[config.mk]
export PLATFORM = sky130hd
export DESIGN_NAME = qformat_dot_product
export DESIGN_NICKNAME = d
export VERILOG_FILES = /design/src/rtl/qformat_dot_product.sv
export SDC_FILE = /design/constraint.sdc
export NUM_CORES = 1
export LEC_CHECK = 0
export ABC_AREA = 1
export CAP_MARGIN = 20
export CORE_MARGIN = 4
export CORE_UTILIZATION = 25
export CTS_CLUSTER_DIAMETER = 50
export DETAILED_ROUTE_END_ITERATION = 8
export GPL_TIMING_DRIVEN = 0
export PLACE_DENSITY = 0.45
export REMOVE_ABC_BUFFERS = 1
export SYNTH_ARGS = -nofsm -noshare
export SYNTH_HDL_FRONTEND = slang
export SYNTH_SLANG_ARGS = --single-unit
[constraint.sdc]
create_clock -name clock -period 7.3 [get_ports clock]
set_input_delay 1.46 -clock clock [delete_from_list [all_inputs] [get_ports clock]]
set_output_delay 1.46 -clock clock [all_outputs]
set_load 0.1 [all_outputs]
[src/rtl/qformat_dot_product.sv]
// qformat_dot_product
// -------------------
// Purpose: accumulates a stream of signed Q-format operand pairs into a dot
// product and returns the rounded, saturated result in the same Q format.
// A two-stage pipeline registers the full-precision product (stage 1) and
// folds it into a wide accumulator (stage 2). A three-state control FSM
// (ACCUM -> FLUSH -> RESULT) sequences vector termination and the result
// handshake.
//
// Ports:
//   clock          rising-edge clock
//   reset          synchronous, active-high reset
//   in_valid       operand pair valid
//   in_ready       block accepts a pair this cycle (only in ACCUM)
//   in_a, in_b     signed Q(NUM_FIXED_BITS.NUM_FRACTIONAL_BITS) operands
//   in_last        final pair of the vector
//   out_valid      result valid (only in RESULT)
//   out_ready      consumer accepts the result
//   out_value      signed Q-format dot product
//   out_saturated  result was clipped; qualified by out_valid

module qformat_dot_product #(
  parameter int NUM_FIXED_BITS      = 8,
  parameter int NUM_FRACTIONAL_BITS = 8,
  parameter int MAX_BEATS           = 16
) (
  input  logic                                                clock,
  input  logic                                                reset,
  input  logic                                                in_valid,
  output logic                                                in_ready,
  input  logic signed [NUM_FIXED_BITS+NUM_FRACTIONAL_BITS-1:0] in_a,
  input  logic signed [NUM_FIXED_BITS+NUM_FRACTIONAL_BITS-1:0] in_b,
  input  logic                                                in_last,
  output logic                                                out_valid,
  input  logic                                                out_ready,
  output logic signed [NUM_FIXED_BITS+NUM_FRACTIONAL_BITS-1:0] out_value,
  output logic                                                out_saturated
);

  localparam int T     = NUM_FIXED_BITS + NUM_FRACTIONAL_BITS;
  localparam int PW    = 2 * T;
  // Enough headroom that MAX_BEATS worst-case products can never wrap.
  localparam int ACC_W = PW + $clog2(MAX_BEATS) + 1;
  localparam int CNT_W = (MAX_BEATS > 1) ? $clog2(MAX_BEATS) : 1;

  localparam logic [CNT_W-1:0] LAST_BEAT = CNT_W'(MAX_BEATS - 1);

  localparam logic signed [ACC_W-1:0] ROUND_HALF = ACC_W'(1) <<< (NUM_FRACTIONAL_BITS - 1);
  localparam logic signed [ACC_W-1:0] QMAX = {{(ACC_W-T+1){1'b0}}, {(T-1){1'b1}}};
  localparam logic signed [ACC_W-1:0] QMIN = {{(ACC_W-T+1){1'b1}}, {(T-1){1'b0}}};

  typedef enum logic [1:0] {
    ACCUM  = 2'd0,
    FLUSH  = 2'd1,
    RESULT = 2'd2
  } state_e;

  state_e state_q, state_d;

  logic [CNT_W-1:0]        beatCnt_q;
  logic signed [PW-1:0]    prod_q;
  logic                    pValid_q;
  logic                    pFirst_q;
  logic                    pLast_q;
  logic signed [ACC_W-1:0] acc_q;
  logic [T-1:0]            outValue_q;
  logic                    outSat_q;

  logic                    accept;
  logic                    lastBeatD;
  logic signed [PW-1:0]    prodFull;
  logic signed [ACC_W-1:0] prodExt;
  logic signed [ACC_W-1:0] accNext;
  logic signed [ACC_W-1:0] roundSum;
  logic signed [ACC_W-1:0] qShift;
  logic [T-1:0]            resultValue;
  logic                    resultSat;

  assign in_ready      = (state_q == ACCUM);
  assign out_valid     = (state_q == RESULT);
  assign out_value     = outValue_q;
  assign out_saturated = outSat_q;

  assign accept = in_valid && in_ready;

  // A beat ends the vector either because the producer says so or because
  // the beat counter has hit the cap; both together still give one ending.
  assign lastBeatD = in_last || (beatCnt_q == LAST_BEAT);

  // Sign-extend both operands to full product width so the multiply is
  // exact without relying on context-width rules.
  assign prodFull = $signed({{T{in_a[T-1]}}, in_a}) * $signed({{T{in_b[T-1]}}, in_b});
  assign prodExt  = {{(ACC_W-PW){prod_q[PW-1]}}, prod_q};

  // Stage-2 accumulate plus round-half-up and clip. Adding half an LSB and
  // then arithmetic-shifting rounds ties toward +infinity. Only the final
  // value is clipped; the accumulator itself is wide enough never to wrap.
  always_comb begin
    accNext     = (pFirst_q ? '0 : acc_q) + prodExt;
    roundSum    = accNext + ROUND_HALF;
    qShift      = roundSum >>> NUM_FRACTIONAL_BITS;
    resultValue = qShift[T-1:0];
    resultSat   = 1'b0;
    if (qShift > QMAX) begin
      resultValue = QMAX[T-1:0];
      resultSat   = 1'b1;
    end else if (qShift < QMIN) begin
      resultValue = QMIN[T-1:0];
      resultSat   = 1'b1;
    end
  end

  // Control FSM next-state logic. FLUSH is a fixed single cycle that lets
  // stage 2 swallow the last product before the result is presented.
  always_comb begin
    state_d = state_q;
    unique case (state_q)
      ACCUM:   if (accept && lastBeatD) state_d = FLUSH;
      FLUSH:   state_d = RESULT;
      RESULT:  if (out_ready) state_d = ACCUM;
      default: state_d = ACCUM;
    endcase
  end

  // State register; reset abandons any partial vector or pending result.
  always_ff @(posedge clock) begin
    if (reset) begin
      state_q <= ACCUM;
    end else begin
      state_q <= state_d;
    end
  end

  // Datapath: stage 1 captures the product and its position flags on every
  // accepted pair, stage 2 folds the previous product into the accumulator
  // and, on the vector's last product, latches the rounded result. The
  // result registers are only written on that last product, so they stay
  // stable for as long as the consumer stalls.
  always_ff @(posedge clock) begin
    if (reset) begin
      beatCnt_q  <= '0;
      prod_q     <= '0;
      pValid_q   <= 1'b0;
      pFirst_q   <= 1'b0;
      pLast_q    <= 1'b0;
      acc_q      <= '0;
      outValue_q <= '0;
      outSat_q   <= 1'b0;
    end else begin
      pValid_q <= accept;
      if (accept) begin
        prod_q    <= prodFull;
        pFirst_q  <= (beatCnt_q == '0);
        pLast_q   <= lastBeatD;
        beatCnt_q <= lastBeatD ? '0 : beatCnt_q + CNT_W'(1);
      end
      if (pValid_q) begin
        acc_q <= accNext;
        if (pLast_q) begin
          outValue_q <= resultValue;
          outSat_q   <= resultSat;
        end
      end
    end
  end

endmodule
==> metrics <==
outcome=complete, no violations; Synth Warn #=0; fmax=0.142 GHz; commonest cells after routing, fill and taps aside=inv_1, nand2_1, fa_1, nor2_1, ha_1; wire per inst=13.5 um; WL final=50100 um; Die Wd=279 um; vias in the first global route=16000; Total GRT Usage=13.2%; worst path required time=7.61 ns; Via Count=15400; reg2reg setup slack=2.42 ns; drt via density=4.15; Worst Clk Skew=0.00990 ns; grt ovf=0; HP Class=reg -> reg; clk slew on worst S/H paths=0.07 ns; crit path launch type=primary input; min Tclk post-route=7.03 ns; Clock Latency Late Sink=0.36 ns; number of hold buffers added after CTS=0; Worst Max-Slew Pin Slew=1.01 ns; placeable core region=73000 sq um; RePlAce Congestion=0.856; arrival time at the worst endpoint=7.34 ns; Final nets=3158; Initial DRC Count=582; Setup-failing EPs final=0; dpl cell area=19900 sq um; max_cap viols=0; Clock Sinks=95; # DRC=0; timing endpoint of the critical path=prod_q[29]; Pre-antenna DRT Iters=6; sequential-to-total area share from yosys stat=10.3%; clk root buf=clkbuf_16; final core utilization=27.8%; post-synthesis cell count=2746; Layout area overhead=10.2%; initial core utilization=25.2%; Max Slew Vio Count=0; row count=99; die height=279 um; post-route cell area=20300 sq um; diodes inserted=0; I/O Pins=56; initial antenna violation count=0; IO buf count=55; reg2reg end=out_saturated; post-synthesis average cell area=6.69 sq um; Die ar.=77900 sq um; Post-Synthesis Cell Area=18400 sq um; register bit count reported by yosys=95; TNS Setup=0 ns; Setup crit start=in_b[14]; Worst Hold Depth=2; Final Hold Viols=0; Detail Route Antenna Nets=0; WS Path Type=in -> reg; ratio of cells with drive above 1 in the final layout=6.13%; CTS tree=built; commonest non-fill, non-tap cell in the layout=inv_1; hold_ws=0.459 ns; H-Tree Depth=3; Crit. End Element=register; number of buffers created by CTS=9; worst reg-to-reg path cell count=24; Crit path largest cell delay=0.55 ns; maximum number of pins on one net before global-route repair=53; first-pass GRT wire length=84300 um; CP max stage cell=clkdlybuf4s15_1; Slew HR=32.2%; crit share post-route=96.3%; Yosys cell types=47; Clock Path Buffers=2; Final HPWL DP=42700 um; crit-path max FO=16; Reg2Reg Launch Point=pFirst_q; crit-path cells=clkdlybuf4s15_1 > nand2_1 > inv_1 > fa_1 > inv_1 > fa_1 > inv_1 > fa_1 > fa_1 > fa_1 > inv_1 > fa_1 > inv_1 > ha_1 > a21oi_1 > o21ai_0 > a21oi_1 > nand3_2 > a31o_2 > or2_2 > nand3_1 > o211ai_1 > inv_1
==> registers in the layout (all words and copies together), names as in the netlist <==
register	count
acc_q	37
pFirst_q	1
beatCnt_q	4
pLast_q	1
out_value	16
state_q	2
pValid_q	1
out_saturated	1
prod_q	32
==> critical path, delay by kind of cell <==
| family | cells | cell delay (ns) |
|---|---|---|
| compound gates | 5 | 0.78 |
| fa+ha+maj | 7 | 3.53 |
| buf+inv | 7 | 0.90 |
| simple gates | 4 | 0.66 |
==> metal layers <==
layer / up-vias / wire length [um] / global-route usage, %
li1: 7975 / - / -
met1: 7229 / 26000 / 19.1
met2: 148 / 22800 / 22.3
met3: 21 / 1010 / 0.778
met4: 0 / 367 / 1.72
met5: - / 0 / 0
==> worst min path at each step <==
stage / from / slack [ns] / end
3_3_place_gp: acc_q[0] / 0.45 / acc_q[0]
4_1_cts: acc_q[0] / 0.46 / acc_q[0]
3_5_place_dp: acc_q[0] / 0.45 / acc_q[0]
5_1_grt: out_value[15] / 0.49 / out_value[15]
2_1_floorplan: acc_q[0] / 0.44 / acc_q[0]
6_report: acc_q[0] / 0.46 / acc_q[0]
==> cells in the mapped netlist, drive strengths merged <==
cell | number | area [sq um]
nor3b | 1 | 7.51
inv | 749 | 2810
a21oi | 107 | 539
xnor2 | 20 | 175
clkbuf | 83 | 312
a21o | 2 | 15.0
a31oi | 3 | 18.8
nand3 | 93 | 513
xor2 | 41 | 382
o21bai | 3 | 22.5
a211oi | 5 | 37.5
a31o | 3 | 26.3
clkdlybuf4s50 | 1 | 11.3
and2 | 2 | 13.8
clkinv | 2 | 7.51
ha | 121 | 1510
nor2 | 269 | 1090
fa | 263 | 5270
nand3b | 3 | 22.5
o21ai | 99 | 495
nor4 | 2 | 12.5
o221ai | 2 | 17.5
a21boi | 1 | 7.51
dfxtp | 95 | 1900
nor3 | 7 | 35.0
nand4 | 28 | 175
nand2 | 716 | 2780
a221oi | 1 | 8.76
or2 | 6 | 40.0
o21a | 3 | 22.5
o211ai | 7 | 52.6
buf | 8 | 46.3
==> cell type report <==
class                   count  area (sq um)
well taps                 959          1200
repair buffers             72           643
clock buffers              12           256
fillers                  8174         52700
inverters                 751          2820
multi-input cells        1808         13400
flip-flops and latches     95          1900
clock inverters             4          27.5
==> per-stage QoR <==
stage,setup WS (ns),instances
2_1_floorplan,0.372,2654
3_3_place_gp,-1.27,3668
3_5_place_dp,-1.24,3672
4_1_cts,-0.0753,3693
5_1_grt,-0.00752,3701
6_report,0.268,3701
==> logic make-up after synthesis <==
group	Yosys count	share of synthesized area (%)
compound gates	236	6.88
simple gates	1127	25.5
xor+xnor	61	3.03
flops	95	10.3
buf+inv	843	17.3
fa+ha+maj	384	36.9
==> what timing repair did <==
action | CTS | global route
gates cloned | 0 | 1
setup buffers | 5 | 7
gates resized for setup | 70 | 92
setup endpoints to repair | 15 | 12
pin swaps | 1 | 9
Power is left out: the tool's default activity adds up to more than one toggle a clock period on the data nets, which glitch-free logic cannot reach.
